[config.mk]
export PLATFORM = sky130hd
export DESIGN_NAME = cplx_accum
export DESIGN_NICKNAME = d
export VERILOG_FILES = /design/src/rtl/cplx_accum.sv
export SDC_FILE = /design/constraint.sdc
export NUM_CORES = 1
export LEC_CHECK = 0
export CAP_MARGIN = 20
export CELL_PAD_IN_SITES_DETAIL_PLACEMENT = 0
export CELL_PAD_IN_SITES_GLOBAL_PLACEMENT = 1
export CORE_MARGIN = 10
export CORE_UTILIZATION = 30
export CTS_CLUSTER_DIAMETER = 40
export DETAILED_ROUTE_END_ITERATION = 10
export PLACE_DENSITY = 0.66
export SLEW_MARGIN = 5
export SYNTH_ARGS = -nofsm -noshare
export SYNTH_HDL_FRONTEND = slang
export SYNTH_SLANG_ARGS = --single-unit
[constraint.sdc]
create_clock -name clk -period 6.85 [get_ports clk]
set_clock_uncertainty 0.2 [all_clocks]
set_input_delay 1.0275 -clock clk [delete_from_list [all_inputs] [get_ports clk]]
set_output_delay 1.0275 -clock clk [all_outputs]
set_load 0.05 [all_outputs]
[src/rtl/cplx_accum.sv]
// Complex frame accumulator: sums N_TERMS signed complex terms into saturating
// accumulators and presents each frame sum through a valid/ready output register.
module cplx_accum #(
    parameter int WIDTH   = 16,
    parameter int ACC_W   = 24,
    parameter int N_TERMS = 8
) (
    input  logic             clk,
    input  logic             rstn,
    input  logic             clr,
    input  logic             in_valid,
    output logic             in_ready,
    input  logic [WIDTH-1:0] in_re,
    input  logic [WIDTH-1:0] in_im,
    output logic             out_valid,
    input  logic             out_ready,
    output logic [ACC_W-1:0] out_re,
    output logic [ACC_W-1:0] out_im,
    output logic             out_ovf
);

    localparam int CNT_W = (N_TERMS > 1) ? $clog2(N_TERMS) : 1;
    localparam logic [CNT_W-1:0] LAST_CNT = CNT_W'(N_TERMS - 1);

    logic [ACC_W-1:0] accRe_q, accRe_d;
    logic [ACC_W-1:0] accIm_q, accIm_d;
    logic [CNT_W-1:0] cnt_q, cnt_d;
    logic             ovf_q, ovf_d;
    logic [ACC_W-1:0] outRe_q, outRe_d;
    logic [ACC_W-1:0] outIm_q, outIm_d;
    logic             outOvf_q, outOvf_d;
    logic             outValid_q, outValid_d;

    logic             inXfer;
    logic             outXfer;
    logic             lastTerm;
    logic [ACC_W:0]   addRe;
    logic [ACC_W:0]   addIm;

    // Returns {overflowed, saturated sum}; one guard bit detects leaving the ACC_W range.
    function automatic logic [ACC_W:0] satAdd(input logic [ACC_W-1:0] acc,
                                              input logic [WIDTH-1:0] term);
        logic [ACC_W:0] sum;
        sum = {acc[ACC_W-1], acc} + {{(ACC_W + 1 - WIDTH){term[WIDTH-1]}}, term};
        if (sum[ACC_W] != sum[ACC_W-1]) begin
            return {1'b1, sum[ACC_W], {(ACC_W - 1){~sum[ACC_W]}}};
        end
        return {1'b0, sum[ACC_W-1:0]};
    endfunction

    always_comb begin
        in_ready = !(clr || ((cnt_q == LAST_CNT) && outValid_q && !out_ready));
        inXfer   = in_valid && in_ready;
        outXfer  = outValid_q && out_ready;
        lastTerm = inXfer && (cnt_q == LAST_CNT);
        addRe    = satAdd(accRe_q, in_re);
        addIm    = satAdd(accIm_q, in_im);
    end

    always_comb begin
        accRe_d    = accRe_q;
        accIm_d    = accIm_q;
        cnt_d      = cnt_q;
        ovf_d      = ovf_q;
        outRe_d    = outRe_q;
        outIm_d    = outIm_q;
        outOvf_d   = outOvf_q;
        outValid_d = outValid_q;

        if (outXfer) begin
            outValid_d = 1'b0;
        end

        // clr forces in_ready low, so it never coincides with an accepted term.
        if (clr) begin
            accRe_d = '0;
            accIm_d = '0;
            cnt_d   = '0;
            ovf_d   = 1'b0;
        end else if (lastTerm) begin
            outRe_d    = addRe[ACC_W-1:0];
            outIm_d    = addIm[ACC_W-1:0];
            outOvf_d   = ovf_q || addRe[ACC_W] || addIm[ACC_W];
            outValid_d = 1'b1;
            accRe_d    = '0;
            accIm_d    = '0;
            cnt_d      = '0;
            ovf_d      = 1'b0;
        end else if (inXfer) begin
            accRe_d = addRe[ACC_W-1:0];
            accIm_d = addIm[ACC_W-1:0];
            cnt_d   = cnt_q + CNT_W'(1);
            ovf_d   = ovf_q || addRe[ACC_W] || addIm[ACC_W];
        end
    end

    always_ff @(posedge clk or negedge rstn) begin
        if (!rstn) begin
            accRe_q    <= '0;
            accIm_q    <= '0;
            cnt_q      <= '0;
            ovf_q      <= 1'b0;
            outRe_q    <= '0;
            outIm_q    <= '0;
            outOvf_q   <= 1'b0;
            outValid_q <= 1'b0;
        end else begin
            accRe_q    <= accRe_d;
            accIm_q    <= accIm_d;
            cnt_q      <= cnt_d;
            ovf_q      <= ovf_d;
            outRe_q    <= outRe_d;
            outIm_q    <= outIm_d;
            outOvf_q   <= outOvf_d;
            outValid_q <= outValid_d;
        end
    end

    assign out_re    = outRe_q;
    assign out_im    = outIm_q;
    assign out_ovf   = outOvf_q;
    assign out_valid = outValid_q;

endmodule

==> impl_metrics.csv <==
group,metric,value,unit
outcome,status,"complete, no violations",
yosys,synth-simple-area-share,10.8,%
detailed_routing,avgViaCountPerCell,5.14,
clock_network,cts_resized,0,
power,pwr-share-seq,24.7,%
yosys,synthArstFlopShare,100,%
setup_path,end_kind,"register",
timing,timing.hold.ws,285,ps
timing,fin_crit_sh,83.6,%
min_path,hp-class,"register to register",
yosys,synth_edf_count,0,
finish,areaGrowthSynthToFinish,23.0,%
yosys,synth-seq-cells,102,
global_routing,grt_max_degree,57,
floorplan,dieArea,27400,µm²
timing,setup_tns,0,ps
yosys,synth_area,6360,µm²
timing,min_period,5730,ps
yosys,synth_top_family_by_area,"compound AO/OA/AOI/OAI gates",
floorplan,die_w,166,µm
yosys,avgSynthCellArea,9.75,µm²
yosys,yosys.area_share.adder,11.3,%
global_routing,grt_pass1_vias,5386,
yosys,ys_seq_area_share,40.1,%
power,switching_power,0.00139,W
clock_network,cts.sinks,102,
detailed_routing,dr.pass1.iters,4,
finish,layout.nets,819,
global_routing,overflow,0,
setup_path,r2r-start,"accRe_q[1]$_DFFE_PN0P_",
setup_path,cp-start-kind,"input pin",
timing,drv_slew,0,
yosys,ys.flop_type,"dfrtp_1",
global_routing,antenna_found_initial,0,
min_path,worstHoldEndpoint,"accRe_q[0]$_DFFE_PN0P_",
power,p_leak,3.54,nW
detailed_routing,drt_wl_total,17.2,mm
power,internal-power,0.00173,W
power,switching_share,44.6,%
clock_network,cts-root-buf,"clkbuf_16",
setup_path,regToRegSetupSlack,1910,ps
timing,finalSetupViolCount,0,
clock_network,htreeDepth,3,
detailed_routing,wl_per_cell,17.1,µm
power,power_frac_clock,17.3,%
min_path,min_path_cells,1,
clock_network,clkSlewWorstSetupHoldPaths,70,ps
setup_path,critPathKind,"input pin to register",
yosys,yosysMostFrequentCell,"dfrtp_1",
clock_network,cts_buffers,9,
timing,fmax,0.175,GHz
finish,num_antenna_cells,0,
floorplan,io_pins,88,
global_routing,track_usage,12.8,%
run,maxCapViolations,0,
yosys,synthMuxAreaShare,4.57,%
placed_design,dp_hpwl,12.2,mm
detailed_routing,drt_iter0_markers,192,
yosys,synthTopCellsByArea,"dfrtp_1 40%, ha_1 11%, o21ai_0 5.7%",
floorplan,num_rows,53,
finish,fin_cells,1006,
power,ir_drop,157,µV
setup_path,critical_path_required,6890,ps
yosys,synth_top_area_share,40.1,%
yosys,syn_nets,745,
floorplan,die_y,166,µm
clock_network,insertion_delay,350,ps
setup_path,cp_max_fo,18,
power,p_comb_share,58.0,%
global_routing,grt_pass1_wl,28.3,mm
setup_path,rr_worst_depth,17,
timing,rsz0062_at_grt,"false",
yosys,ys_warn_count,0,
power,power.density,398,nW/µm²
yosys,synth-xor-area-share,5.10,%
timing,hold_viol_final,0,
timing,max_slew_margin,30.0,%
clock_network,postCtsHoldBufs,0,
floorplan,core_area,21000,µm²
placed_design,io_buffers,87,
setup_path,r2r_end,"out_re[6]$_DFFE_PN0P_",
placed_design,dp_cells,990,
min_path,worstHoldStart,"accRe_q[0]$_DFFE_PN0P_",
yosys,ys_types,60,
detailed_routing,route.detailed.drc,0,
finish,drive_above_1_share,8.76,%
yosys,yosys.area.top_type,"dfrtp_1",
setup_path,cp_data_arrival_time,5770,ps
detailed_routing,antenna_left,0,
clock_network,clockBufferDepth,2,
floorplan,start_util,30.3,%
yosys,syn_inst,652,
placed_design,gp_congestion,0.831,
detailed_routing,num_vias,5170,
timing,worst_slew_pin_slew,1050,ps
clock_network,cts_setup_buffers,0,
clock_network,cts_tree,"done",
yosys,synth_compound_area_share,25.8,%
yosys,synth_top_cells_by_count,"102 x dfrtp_1, 72 x o21ai_0, 64 x nand2_1, 54 x ha_1, 38 x nor2_1",
## power by group through the flow
stage | Combinational (W) | Sequential (W) | Clock [W]
2_1_floorplan | 0.00135 | 0.000789 | 0
3_3_place_gp | 0.00178 | 0.000780 | 0
3_5_place_dp | 0.00182 | 0.000780 | 0
4_1_cts | 0.00183 | 0.000771 | 0.000557
5_1_grt | 0.00203 | 0.000786 | 0.000585
6_report | 0.00181 | 0.000770 | 0.000539
## stage by stage
step / utilization (%) / power, W / instance area [µm²] / worst slack (ps)
floorplan: - / 0.00214 / 6360 / 2140
global placement: 35.9 / 0.00256 / 7520 / 986
detailed placement: 35.9 / 0.00260 / 7520 / 788
CTS: 37.3 / 0.00315 / 7820 / 1140
global route: 37.3 / 0.00340 / 7820 / 761
finish: 37.3 / 0.00312 / 7820 / 1120
## worst max path at each step
stage	slack, ps	from	end
global route	760	in_re[1]	out_re[6]$_DFFE_PN0P_
CTS	1140	in_re[1]	out_re[6]$_DFFE_PN0P_
finish	1120	in_re[1]	out_re[6]$_DFFE_PN0P_
floorplan	2140	in_re[1]	accRe_q[2]$_DFFE_PN0P_
detailed placement	790	in_re[1]	out_re[6]$_DFFE_PN0P_
global placement	990	in_re[1]	out_re[5]$_DFFE_PN0P_
## flip-flops by register name, indices dropped and copies added, names as in the netlist
signal,flops
accIm_q,24
accRe_q,24
cnt_q,3
out_im,24
out_ovf,1
out_re,24
out_valid,1
ovf_q,1
## routing by layer
layer	vias up	global-route usage, %	routed length [µm]
met2	96	21.8	8350
met4	0	3.11	172
met3	11	3.27	897
li1	2553	-	-
met5	-	0	0
met1	2510	15.7	7790
## critical path, cell delays in order
cell             delay, ps
clkdlybuf4s50_1        490
ha_1                   340
a211oi_1               320
o21bai_1               150
a21oi_1                170
o21bai_1               140
a31oi_1                370
o21ai_0                230
a31oi_1                520
nor3_1                 130
a311o_1                300
ha_1                   340
o21ai_0                100
nor2_1                  90
a31oi_4                290
buf_4                  300
o21ai_0                160
mux2_2                 280
## layout by cell type (no fill, tap or decap), types with 15 or more instances in the layout
cell type        instances
a22o_1                  25
o21a_1                  15
a21oi_1                 31
xnor2_1                 19
mux2_2                  24
clkdlybuf4s50_1         86
dfrtp_1                102
nand2_1                 64
o21ai_0                 72
a21o_1                  20
ha_1                    54
nor2_1                  37
xor2_1                  18
## cell families after synthesis
kind of cell,Yosys count
buf+inv,38
flops,102
xor+xnor,37
mux,26
simple gates,149
compound gates,244
fa+ha+maj,56
## layout make-up
type                            count  area (µm²)
Clock inverter                      6        68.8
Multi-Input combinational cell    512        3660
Tap cell                          275         344
Clock buffer                       10         239
Timing Repair Buffer               96         936
Sequential cell                   102        2550
Fill cell                        2134       13100
Inverter                            5        18.8
Power figures use the tool's default switching activity.
